[config.mk]
export PLATFORM = sky130hd
export DESIGN_NAME = lift_call_panel
export DESIGN_NICKNAME = d
export VERILOG_FILES = /design/src/rtl/lift_call_panel.sv
export SDC_FILE = /design/constraint.sdc
export NUM_CORES = 1
export LEC_CHECK = 0
export CORE_ASPECT_RATIO = 1.5
export CORE_MARGIN = 1
export CORE_UTILIZATION = 45
export CTS_CLUSTER_SIZE = 12
export DETAILED_ROUTE_END_ITERATION = 8
export PLACE_DENSITY = 0.67
export SYNTH_ARGS = -nofsm -noshare
export SYNTH_HDL_FRONTEND = slang
export SYNTH_SLANG_ARGS = --single-unit
[constraint.sdc]
create_clock -name clk -period 4.5 [get_ports clk]
set_clock_uncertainty 0.15 [all_clocks]
set_input_delay 0.9 -clock clk [delete_from_list [all_inputs] [get_ports clk]]
set_output_delay 0.9 -clock clk [all_outputs]
set_load 0.01 [all_outputs]
[src/rtl/lift_call_panel.sv]
// Call front end for the 3-floor lift: synchronise, debounce, latch and clear the seven request lines.
// Build option: define DEBOUNCE_EN to include the per-button debounce FSM; otherwise the synchroniser drives the latch directly.
module lift_call_panel #(
  parameter int DB_CYCLES = 4,
  parameter int CW        = 4
) (
  input  logic       clk,
  input  logic       rst,
  input  logic       btn_flr1,
  input  logic       btn_flr2,
  input  logic       btn_flr3,
  input  logic       btn_up1,
  input  logic       btn_up2,
  input  logic       btn_dw2,
  input  logic       btn_dw3,
  input  logic [2:0] lift_state,
  output logic       flr1,
  output logic       flr2,
  output logic       flr3,
  output logic       up1,
  output logic       up2,
  output logic       dw2,
  output logic       dw3,
  output logic [2:0] req_cnt
);

  localparam int NB = 7;

  localparam logic [2:0] OPEN1 = 3'b000;
  localparam logic [2:0] OPEN2 = 3'b011;
  localparam logic [2:0] OPEN3 = 3'b101;

  // Request bit order: {dw3, dw2, up2, up1, flr3, flr2, flr1}
  localparam logic [NB-1:0] FLOOR1_MASK = 7'b0001001;
  localparam logic [NB-1:0] FLOOR2_MASK = 7'b0110010;
  localparam logic [NB-1:0] FLOOR3_MASK = 7'b1000100;

  if (DB_CYCLES < 1 || DB_CYCLES > 15 || DB_CYCLES >= (1 << CW)) begin : g_bad_db
    $error("lift_call_panel: DB_CYCLES must be 1..15 and below 2**CW");
  end

  logic [NB-1:0] raw;
  logic [NB-1:0] sync1;
  logic [NB-1:0] sync2;
  logic [NB-1:0] level;
  logic [NB-1:0] level_q;
  logic [NB-1:0] armed;
  logic [NB-1:0] rise;
  logic [NB-1:0] clr;
  logic [NB-1:0] req;
  logic [NB-1:0] req_next;
  logic [2:0]    cnt_next;
  logic [1:0]    warm;

  assign raw = {btn_dw3, btn_dw2, btn_up2, btn_up1, btn_flr3, btn_flr2, btn_flr1};

  always_ff @(posedge clk or posedge rst) begin
    if (rst) begin
      sync1 <= '0;
      sync2 <= '0;
    end else begin
      sync1 <= raw;
      sync2 <= sync1;
    end
  end

`ifdef DEBOUNCE_EN
  typedef enum logic [1:0] {D_LOW, D_RISE, D_HIGH, D_FALL} db_state_t;

  localparam logic [CW-1:0] CNT_ONE  = CW'(1);
  localparam logic [CW-1:0] CNT_LAST = CW'(DB_CYCLES - 1);

  for (genvar i = 0; i < NB; i++) begin : g_db
    db_state_t     state;
    logic [CW-1:0] cnt;
    logic          lvl;

    // The level only flips after DB_CYCLES consecutive samples disagree with it
    always_ff @(posedge clk or posedge rst) begin
      if (rst) begin
        state <= D_LOW;
        cnt   <= '0;
        lvl   <= 1'b0;
      end else begin
        case (state)
          D_LOW: begin
            if (sync2[i]) begin
              if (DB_CYCLES == 1) begin
                state <= D_HIGH;
                lvl   <= 1'b1;
                cnt   <= '0;
              end else begin
                state <= D_RISE;
                cnt   <= CNT_ONE;
              end
            end
          end
          D_RISE: begin
            if (!sync2[i]) begin
              state <= D_LOW;
              cnt   <= '0;
            end else if (cnt == CNT_LAST) begin
              state <= D_HIGH;
              lvl   <= 1'b1;
              cnt   <= '0;
            end else begin
              cnt <= cnt + CNT_ONE;
            end
          end
          D_HIGH: begin
            if (!sync2[i]) begin
              if (DB_CYCLES == 1) begin
                state <= D_LOW;
                lvl   <= 1'b0;
                cnt   <= '0;
              end else begin
                state <= D_FALL;
                cnt   <= CNT_ONE;
              end
            end
          end
          D_FALL: begin
            if (sync2[i]) begin
              state <= D_HIGH;
              cnt   <= '0;
            end else if (cnt == CNT_LAST) begin
              state <= D_LOW;
              lvl   <= 1'b0;
              cnt   <= '0;
            end else begin
              cnt <= cnt + CNT_ONE;
            end
          end
          default: begin
            state <= D_LOW;
            cnt   <= '0;
            lvl   <= 1'b0;
          end
        endcase
      end
    end

    assign level[i] = lvl;
  end
`else
  assign level = sync2;
`endif

  // A button only becomes latchable once it has been seen released after reset,
  // so buttons held through a reset do not re-raise requests. warm waits until
  // the synchroniser holds genuine post-reset samples.
  always_ff @(posedge clk or posedge rst) begin
    if (rst) begin
      level_q <= '0;
      armed   <= '0;
      warm    <= '0;
    end else begin
      level_q <= level;
      if (warm != 2'd2) begin
        warm <= warm + 2'd1;
      end else begin
        armed <= armed | ~sync2;
      end
    end
  end

  assign rise = level & ~level_q & armed;

  always_comb begin
    clr = '0;
    case (lift_state)
      OPEN1:   clr = FLOOR1_MASK;
      OPEN2:   clr = FLOOR2_MASK;
      OPEN3:   clr = FLOOR3_MASK;
      default: clr = '0;
    endcase
  end

  // Clear dominates set so presses at an open floor are absorbed
  assign req_next = (req | rise) & ~clr;

  always_comb begin
    cnt_next = '0;
    for (int i = 0; i < NB; i++) begin
      cnt_next = cnt_next + {2'b00, req_next[i]};
    end
  end

  always_ff @(posedge clk or posedge rst) begin
    if (rst) begin
      req     <= '0;
      req_cnt <= '0;
    end else begin
      req     <= req_next;
      req_cnt <= cnt_next;
    end
  end

  assign flr1 = req[0];
  assign flr2 = req[1];
  assign flr3 = req[2];
  assign up1  = req[3];
  assign up2  = req[4];
  assign dw2  = req[5];
  assign dw3  = req[6];

endmodule

After elaboration in Yosys (flattened, before gate mapping)
Cells that the tools add are included.
Word-level totals
  bits of input ports: 12
  logic and storage cells: 27
  register bits: 40
  output and inout bits: 10
Operators by class
  mux-type cells: 1
  add/subtract/negate cells: 7
  bitwise operators: 8
  eq/ne operators: 3
  reductions and logical operators: 1
Operators with widths (number)
  7-bit bitwise AND: 3
  7-bit NOT: 3
  7-bit one-hot mux with 3 select lines: 1
  7-bit bitwise OR: 2
  3-bit by 1-bit adder with 3-bit output: 4
  2-bit by 1-bit adder with 3-bit output: 1
  3-bit by 2-bit equality test with 1-bit output (second input constant): 1
  3-bit equality test (second input constant): 1
  3-bit logical NOT: 1
  1-bit by 1-bit adder with 2-bit output: 1
  2-bit by 1-bit adder with 2-bit output (second input constant): 1
  2-bit != test (second input constant): 1

Logic depth before layout (Yosys ltp)
  word-level depth: 11
  mapped depth: 8
  depth with buffers taken out: 8

Worst setup path after synthesis
Ideal clock, no wire load.
  path type: input-to-reg
  from: input port lift_state[2]
  to: register req_cnt[1]
  setup time: 0.136 ns
  data arrival time: 3.133 ns
  data required time: 4.214 ns
  buffers on the path: 0
  stages: 8
  setup slack: 1.082 ns
  cell sequence: nand3b_1 o21a_1 fa_1 inv_1 fa_1 inv_1 fa_1 fa_1
On the way
  longest elaborated chain between the ends: 10
  elaborated cells between the ends (all ways): 12
  those cells by class: add/sub (6); eq/ne (2); mux (1); bitwise (2); reduce/logical (1)
RTL lines
  start: declaration: RTL line 16  | input logic [2:0] lift_state,
  3-bit equality test, or another cell as far along: RTL line 171  | case (lift_state)
  7-bit one-hot mux with 3 select lines (*): RTL line 171
  7-bit NOT (*): RTL line 180  | assign req_next = (req | rise) & ~clr;
  7-bit bitwise AND (*): RTL line 180
  via req_next[1]: RTL line 51  | logic [NB-1:0] req_next;
  1-bit by 1-bit adder with 2-bit output (*): RTL line 185  | cnt_next = cnt_next + {2'b00, req_next[i]};
  2-bit by 1-bit adder with 3-bit output (*): RTL line 185
  3-bit by 1-bit adder with 3-bit output (*) (4 in series): RTL line 185
  via cnt_next[1]: RTL line 52  | logic [2:0] cnt_next;
  end signal: assignment: RTL line 195  | req_cnt <= cnt_next;
  end: declaration: RTL line 24  | output logic [2:0] req_cnt
The timed path passes the listed nets; every way through them passes the cells marked *.
A chain may end at the register's enable or synchronous reset.

Worst setup path after layout
Ends and elaborated chain as after synthesis.

==> flow_metrics.tcl <==
set metrics [dict create \
    outcome "finished, final reports clean" \
    startpoint_type "input pin" \
    drc_errors 0 \
    r2r_end "req_cnt[1]" \
    async_flop_share_pct 100.0 \
    routabilityCongestion 0.7184 \
    drive_above_1_share_pct 8.475 \
    hold-path-cell-count 0 \
    cp_cell_sequence "clkdlybuf4s50_1, nand3b_1, o21a_1, fa_1, inv_1, fa_1, inv_1, fa_1, fa_1" \
    cts_setup_buffers 0 \
    grt_most_used_layer "met2" \
    combPwrFrac_pct 15.3 \
    switchingPower_uw 182.5 \
    dp_hpwl_um 1403 \
    peakVddDrop_mv 0.2981 \
    wl_per_cell_um 12.18 \
    vias_per_cell 4.631 \
    root_buffer "clkbuf_8" \
    ys.flop_type "dfrtp_1" \
    n_antenna_cell 0 \
    grt_max_degree 31 \
    dieArea_um2 3265 \
    leakage_nw 0.7706 \
    fin_total_pwr_uw 806.2 \
    drt_iter0_drc 8 \
    p_int_uw 623.7 \
    cp_slowest_cell "fa_1" \
    tns_ns 0 \
    grtUsageMet3_pct 6.250 \
    grt_pass1_wl_um 3284 \
    path_class "in -> reg" \
    synth_edf_count 0 \
    fill_cells 253 \
    timing.hold.ws_ns 0.2009 \
    p_sw_share_pct 22.64 \
    port_buffers 21 \
    die_w_um 46.99 \
    worstPathArrival_ns 3.78 \
    required_ns 4.51 \
    report.final.slew_viol_count 0 \
    synth_cells 89 \
    start_util_pct 47.40 \
    boundaryPins 22 \
    met1_usage_pct 16.82 \
    syn2layout_area_growth_pct 26.56 \
    wirelength_um 1912 \
    vias 727 \
    cts.clk_slew.worst_paths_ns 0.07 \
    cts-htree-levels 2 \
    synth_area_leaders "dfrtp_1 (73%), fa_1 (5.9%), inv_1 (3.8%), and3b_1 (3.2%), a21o_1 (2.7%)" \
    slowest_delay_ns 0.53 \
    yosysMostFrequentCell "dfrtp_1" \
    rows 24 \
    cts_resized 0 \
    final_nets 134 \
    hp-class "reg -> reg" \
    syn_area_um2 1366 \
    setup_viol_count_final 0 \
    rsz0062_at_grt "false" \
    cts_tree "yes" \
    cp_max_fo 4 \
    yosys.area.top_type "dfrtp_1" \
    drv_cap 0 \
    tightest_slew_ns 1.043 \
    seqCellArea_um2 1001 \
    syn_area_per_cell_um2 15.35 \
    grt_pass1_vias 755 \
    antenna_left 0 \
    critPathCaptureType "flip-flop" \
    yosys_warnings 0 \
    grt_antenna_before_repair 0 \
    coreArea_um2 2883 \
    seq_power_share_pct 50.0 \
    dp_cells 149 \
    cpMostUsedCell "fa_1" \
    reg2reg_from "level[1]" \
    multi_input_area_um2 301.5 \
    hold_violations 0 \
    max_freq_mhz 265.6 \
    syn_nets 106 \
    use_met2_pct 22.38 \
    synth_common_cells "dfrtp_1 (40), inv_1 (14), a21o_1 (5), and3b_1 (5), o21a_1 (5)" \
    min_period_ns 3.765 \
    synth_top_area_share_pct 73.26 \
    clockBufferDepth 2 \
    die_h_um 69.49 \
    holdPathEnd "level[6]" \
    clkSinkCount 40 \
    final_cells 157 \
    reg2reg_depth 8 \
    dr.pass1.iters 4 \
    track_usage_pct 15.12 \
    powerDensity_nw_per_um2 466.2 \
    ctsHoldBuffers 0 \
    overflow 0 \
    clkPwrFrac_pct 34.7 \
    clk_latency_ns 0.29 \
    finalCritPeriodShare_pct 83.67 \
    hp-start "sync1[6]" \
    r2r_setup_slack_ns 1.50 \
    cts_buffers 5 \
    synth-seq-cells 40 \
    ys_types 15 \
    slew_headroom_pct 30.41 \
    seq_area_frac_synth_pct 73.26 \
]
[cells by family after synthesis]
logic type,synth area share [%]
AND/OR/NAND/NOR,6.043
adder cells (fa/ha/maj),6.777
XOR/XNOR,0.6411
flip-flops,73.26
buffers and inverters,4.670
AO/OA/AOI/OAI,8.609
[worst max-delay path, delay by kind of cell]
family	cells	cell delay, ns
fa+ha+maj	4	1.86
buf+inv	3	0.54
simple gates	1	0.28
compound gates	1	0.20
[placed cells by master, fill, tap and decap left out]
master,n
a21o_1,5
a21o_2,2
a21oi_1,2
and3b_1,5
buf_4,1
bufinv_16,1
clkbuf_1,1
clkbuf_8,5
clkdlybuf4s50_1,21
clkinv_2,1
dfrtp_1,40
fa_1,4
ha_1,1
inv_1,14
nand2_1,1
nand3b_1,4
nor3_1,1
o21a_1,5
o21ai_1,3
xnor2_1,1
[state kept, by name, summed over array words and instances (netlist names)]
register  count
level         7
armed         7
warm          2
sync1         7
req_cnt       3
level_q       7
req           7
[cell type report]
cell class / instances / share of cell area (%)
sequential: 40 / 57.89
clock inverter: 2 / 2.026
multi-input combinational: 34 / 17.44
tap: 39 / 2.822
clock buffer: 6 / 4.197
inverter: 14 / 3.039
timing repair buffer: 22 / 12.59
[power by group through the flow]
stage | registers, mW | clock network (mW) | logic [mW]
global route | 0.406 | 0.301 | 0.140
detailed placement | 0.410 | 0 | 0.126
CTS | 0.403 | 0.290 | 0.127
floorplan | 0.420 | 0 | 0.0467
global placement | 0.409 | 0 | 0.118
finish | 0.403 | 0.280 | 0.123
[metrics by stage]
step | util (%) | setup WS (ns) | area [um2]
global placement | 56.25 | 0.5085 | 1622
floorplan | - | 1.082 | 1366
CTS | 59.98 | 0.7365 | 1729
global route | 59.98 | 0.6325 | 1729
finish | 59.98 | 0.7350 | 1729
detailed placement | 56.25 | 0.4300 | 1622
[worst max-delay path by stage]
stage | startpoint | to | slack (ns) | depth (start not counted)
after CTS | lift_state[2] | req_cnt[1] | 0.74 | 9
after global placement | lift_state[2] | req_cnt[1] | 0.51 | 9
after detailed placement | lift_state[2] | req_cnt[1] | 0.43 | 9
after global routing | lift_state[2] | req_cnt[1] | 0.63 | 9
after floorplan | lift_state[2] | req_cnt[1] | 1.08 | 8
final | lift_state[2] | req_cnt[1] | 0.74 | 9
[layer usage]
layer	wire length, um	share of wire, %	vias up
met1	789	41	362
met3	107	5.6	5
li1	-	-	339
met5	0	0	-
met2	942	49	21
met4	72	3.8	0
No activity file was read; power rests on OpenSTA's default activity.
